$ cat src/rtl/reg_operand_fetch.sv
// Operand fetch stage in front of the MIPS register file: reads both sources,
// bypasses same-cycle writeback data and stalls on RAW hazards via per-register pending counters.
module reg_operand_fetch #(
   parameter int PEND_W = 2
) (
   input  logic        clk,
   input  logic        rst_n,
   input  logic        in_valid,
   output logic        in_ready,
   input  logic [4:0]  in_rs,
   input  logic [4:0]  in_rt,
   input  logic [4:0]  in_rd,
   input  logic        in_wen,
   output logic        out_valid,
   input  logic        out_ready,
   output logic [31:0] out_sdata,
   output logic [31:0] out_tdata,
   output logic [4:0]  out_rd,
   output logic        out_wen,
   input  logic        wb_valid,
   input  logic [4:0]  wb_reg,
   input  logic [31:0] wb_data,
   output logic        rf_write,
   output logic [4:0]  rf_wreg,
   output logic [31:0] rf_wdata,
   output logic [4:0]  rf_sreg,
   output logic [4:0]  rf_treg,
   input  logic [31:0] rf_sdata,
   input  logic [31:0] rf_tdata,
   output logic        sb_err
);

   localparam logic [PEND_W-1:0] PEND_MAX = '1;
   localparam logic [PEND_W-1:0] PEND_ONE = PEND_W'(1);

   logic [PEND_W-1:0] pend [32];
   logic [31:1]       inc_vec;
   logic [31:1]       dec_vec;
   logic              rs_wb_hit, rt_wb_hit, rd_wb_hit;
   logic              rs_busy, rt_busy, sat, accept;
   logic [31:0]       s_op, t_op;

   assign rf_sreg  = in_rs;
   assign rf_treg  = in_rt;
   assign rf_write = wb_valid && (wb_reg != 5'd0);
   assign rf_wreg  = wb_reg;
   assign rf_wdata = wb_data;

   assign rs_wb_hit = wb_valid && (wb_reg == in_rs);
   assign rt_wb_hit = wb_valid && (wb_reg == in_rt);
   assign rd_wb_hit = wb_valid && (wb_reg == in_rd);

   // The file only commits at the end of the wb cycle, so same-cycle data must be bypassed.
   assign s_op = (in_rs == 5'd0) ? 32'd0 : (rs_wb_hit ? wb_data : rf_sdata);
   assign t_op = (in_rt == 5'd0) ? 32'd0 : (rt_wb_hit ? wb_data : rf_tdata);

   assign rs_busy = (in_rs != 5'd0) && (pend[in_rs] != '0) &&
                    !(rs_wb_hit && (pend[in_rs] == PEND_ONE));
   assign rt_busy = (in_rt != 5'd0) && (pend[in_rt] != '0) &&
                    !(rt_wb_hit && (pend[in_rt] == PEND_ONE));
   assign sat     = in_wen && (in_rd != 5'd0) && (pend[in_rd] == PEND_MAX) && !rd_wb_hit;

   assign in_ready = (!out_valid || out_ready) && !rs_busy && !rt_busy && !sat;
   assign accept   = in_valid && in_ready;

   always_comb begin
      inc_vec = '0;
      dec_vec = '0;
      for (int r = 1; r < 32; r++) begin
         inc_vec[r] = accept && in_wen && (in_rd == 5'(r));
         dec_vec[r] = wb_valid && (wb_reg == 5'(r)) && (pend[r] != '0);
      end
   end

   always_ff @(posedge clk or negedge rst_n) begin
      if (!rst_n) begin
         for (int r = 0; r < 32; r++) pend[r] <= '0;
      end else begin
         for (int r = 1; r < 32; r++) begin
            if (inc_vec[r] && !dec_vec[r])
               pend[r] <= pend[r] + PEND_ONE;
            else if (dec_vec[r] && !inc_vec[r])
               pend[r] <= pend[r] - PEND_ONE;
         end
      end
   end

   always_ff @(posedge clk or negedge rst_n) begin
      if (!rst_n)
         sb_err <= 1'b0;
      else if (wb_valid && (wb_reg != 5'd0) && (pend[wb_reg] == '0))
         sb_err <= 1'b1;
   end

   always_ff @(posedge clk or negedge rst_n) begin
      if (!rst_n) begin
         out_valid <= 1'b0;
         out_sdata <= '0;
         out_tdata <= '0;
         out_rd    <= '0;
         out_wen   <= 1'b0;
      end else if (accept) begin
         out_valid <= 1'b1;
         out_sdata <= s_op;
         out_tdata <= t_op;
         out_rd    <= in_rd;
         out_wen   <= in_wen;
      end else if (out_ready) begin
         out_valid <= 1'b0;
      end
   end

endmodule

$ cat config.mk
export PLATFORM = sky130hd
export DESIGN_NAME = reg_operand_fetch
export DESIGN_NICKNAME = d
export VERILOG_FILES = /design/src/rtl/reg_operand_fetch.sv
export SDC_FILE = /design/constraint.sdc
export NUM_CORES = 1
export LEC_CHECK = 0
export CAP_MARGIN = 30
export CORE_MARGIN = 4
export CORE_UTILIZATION = 45
export DETAILED_ROUTE_END_ITERATION = 16
export PLACE_DENSITY = 0.86
export SLEW_MARGIN = 25
export SYNTH_ARGS = -nofsm -noshare
export SYNTH_HDL_FRONTEND = slang
export SYNTH_SLANG_ARGS = --single-unit
$ cat constraint.sdc
create_clock -name clk -period 3.4 [get_ports clk]
set_input_delay 0.34 -clock clk [delete_from_list [all_inputs] [get_ports clk]]
set_output_delay 0.34 -clock clk [all_outputs]
set_load 0.05 [all_outputs]
==> flow_summary.yaml <==
finish:
  antenna_cells: 0
  multi_input_area_um2: 5900
  drive_gt1_share_pct: 24.5
  fillers: 1608
  nets: 1362
  seqCellArea_um2: 3350
  area_delta_synth_final_pct: 41.3
  stdcell_area_um2: 13700
yosys:
  synth_area_um2: 9700
  synthesis.nets: 1099
  synth_edf_count: 0
  yosys_warnings: 2
  postSynthCellCount: 946
  async_flop_share_pct: 100
  ys_seq_elements: 134
  ys_types: 58
  seq_area_frac_synth_pct: 34.6
  synth_area_leaders: "dfrtp_1, mux2i_1, mux2_2"
  netlist.area_leader.share_pct: 34.6
  syn_avg_cell_area_um2: 10.3
  synth.largest_area_cell: "dfrtp_1"
  synth_ff_type: "dfrtp_1"
timing:
  setup_viol: 20
  setup_ws_ns: -0.170
  tightest_slew_ns: 0.796
  slew_violations: 0
  fmax_ghz: 0.280
  period_needed_ns: 3.57
  hold_viol: 0
  rsz0062_at_grt: "true"
  skew_ns: 0.0160
  fin_crit_sh_pct: 105
  timing.slew.headroom_pct: 46.9
outcome:
  status: "complete, but fails checks"
  violations: "negative setup slack"
clock_tree:
  clockRootBuffer: "clkbuf_16"
  clkLatencyLatePin_ns: 0.44
  cts_tree: "built"
  clk_path_buf_depth: 2
  cts_sinks: 134
  cts-htree-levels: 4
  clk_pin_slew_ns: 0.06
  cts_made_buffers: 17
pwr:
  clockPowerShare_pct: 17.6
  p_per_area_nw_per_um2: 786
  power_leakage_nw: 5.92
  power.share.switching_pct: 45.0
  seqPwrFrac_pct: 28.3
  p_total_mw: 10.8
  p_sw_mw: 4.85
  intPower_mw: 5.92
  ir_worst_vdd_v: 0.000562
  p_comb_share_pct: 54.1
die:
  die_area_um2: 24000
  start_util_pct: 46.0
  fp.coreArea_um2: 21100
  rows: 53
  num_io_pins: 243
  fp.dieH_um: 155
  die_w_um: 155
worst_setup_path:
  critPathKind: "register to register"
  cp.arrival_ns: 3.89
  path_max_fanout: 5
  critPathRequiredTime_ns: 3.72
  startpoint_type: "register"
  cp-end-kind: "register"
drt:
  dr.pass1.iters: 8
  drcViolationCount: 0
  drt_wl_total_mm: 35.2
  wl_per_cell_um: 23.5
  ant_nets: 0
  drt_iter0_markers: 1412
  dr_total_vias: 8906
  via_per_inst: 5.95
global_routing:
  grt_pass1_vias: 8935
  grt_overflow: 0
  antenna_found_initial: 0
  grt_pass1_wl_mm: 52.1
  grt_start_max_net_pins: 80
  globalRouteTotalUtil_pct: 28.1
place:
  place_hpwl_mm: 25.7
  gp_congestion: 1.01
  placed_cell_area_um2: 12900
  port_buffers: 242
flow_run:
  max_cap_viol_count: 0
min_path:
  hold_path.class: "register to register"
==> layer usage <==
metal / up-vias / wire length, um / GRT usage, %
li1: 3847 / - / -
met4: 0 / 1830 / 13.5
met2: 603 / 16300 / 44.2
met1: 4316 / 13600 / 36.8
met5: - / 0 / 0
met3: 140 / 3490 / 6.41
==> placed cells by master (no fill, tap or decap), drive strengths merged, types with 3 or more instances in the layout <==
master / count
clkbuf: 18
inv: 8
xor2: 74
nand2: 22
nor4: 6
buf: 126
and3: 23
nor3: 21
mux2: 80
a31oi: 3
o211ai: 25
mux4: 26
mux2i: 81
nand3b: 17
clkdlybuf4s50: 236
o21ai: 16
xnor2: 34
nor3b: 9
clkinv: 5
a211oi: 11
dfrtp: 134
nor2: 125
ha: 31
nand3: 13
nor2b: 10
a21oi: 15
nand2b: 11
==> final cells by class <==
type,instances,share of cell area (%)
Sequential cell,134,24.5
Timing Repair Buffer,367,25.6
Clock inverter,15,1.21
Clock buffer,17,3.10
Multi-Input combinational cell,687,43.0
Inverter,2,0.0548
Tap cell,275,2.51
==> repair_timing <==
item	in CTS	in global routing
buffers inserted	0	2
hold buffers	1	0
resized for setup	19	30
setup endpoints to repair	133	104
pin swaps	5	9
hold endpoints to repair	14	0
cloned	1	1
==> cell usage after synthesis, types with 6 or more instances <==
cell type	number
mux2_2	67
nand2_1	22
xnor2_1	34
buf_2	10
mux4_1	7
mux4_2	19
ha_1	31
dfrtp_1	134
nand3b_1	17
nor2b_1	10
o21ai_0	16
a211oi_1	11
nor3_1	21
a21oi_1	15
clkbuf_1	53
nor3b_1	9
buf_1	6
nand2b_1	11
xor2_1	74
mux2i_1	81
nand3_1	13
o211ai_1	25
mux2_1	13
nor2_1	125
and3_1	23
buf_4	51
==> critical path, stage by stage (launching register included) <==
cell     delay, ns
dfrtp_1       0.41
mux4_2        0.49
mux2i_1       0.14
o22ai_1       0.11
or4_4         0.55
a31o_1        0.22
or4_4         0.54
buf_8         0.18
nor3b_2       0.25
ha_4          0.17
xor2_1        0.18
nor2_1        0.07
xor2_1        0.14
==> kinds of logic after synthesis <==
family,Yosys count,synth area share [%]
compound gates,94,6.68
simple gates,267,13.8
flops,134,34.6
buf+inv,125,7.21
fa+ha+maj,31,4.00
xor+xnor,108,9.75
mux,187,24.0
==> through the flow <==
step	hold slack (ns)	std cells	TNS (ns)	utilization, %	setup slack (ns)
floorplan	0.0444	946	-0.0665	-	-0.0251
global placement	0.425	1460	-64.97	61.0	-0.645
detailed placement	0.430	1460	-76.98	61.0	-0.806
CTS	0.491	1494	0	64.1	0.000531
global route	0.513	1497	-3.73	65.0	-0.242
finish	0.487	1497	-1.12	65.0	-0.170
==> registers in the layout (all words and copies together) (netlist names) <==
register   flops
out_rd         5
out_sdata     32
out_tdata     32
out_valid      1
out_wen        1
pend          62
sb_err         1
==> power groups by stage <==
stage / Combinational (mW) / Clock (mW) / Sequential [mW]
after global routing: 6.07 / 1.97 / 3.12
final: 5.83 / 1.90 / 3.05
after detailed placement: 5.64 / 0 / 3.02
after CTS: 5.71 / 1.91 / 3.02
after global placement: 5.54 / 0 / 3.00
after floorplan: 2.00 / 0 / 4.43
==> path summary, 6_finish.rpt <==
path / start / to / slack, ns / cells after the start
max in group asynchronous: rst_n / out_tdata[15] / 2.04 / 3
setup reg to reg: pend[1] / pend[5] / -0.17 / 12
hold reg to reg: sb_err / sb_err / 0.49 / 1
setup / recovery: pend[1] / pend[5] / -0.17 / 12
hold / removal: sb_err / sb_err / 0.49 / 1
min in group asynchronous: rst_n / pend[32] / 0.51 / 2
No activity file was read; power rests on OpenSTA's default activity.
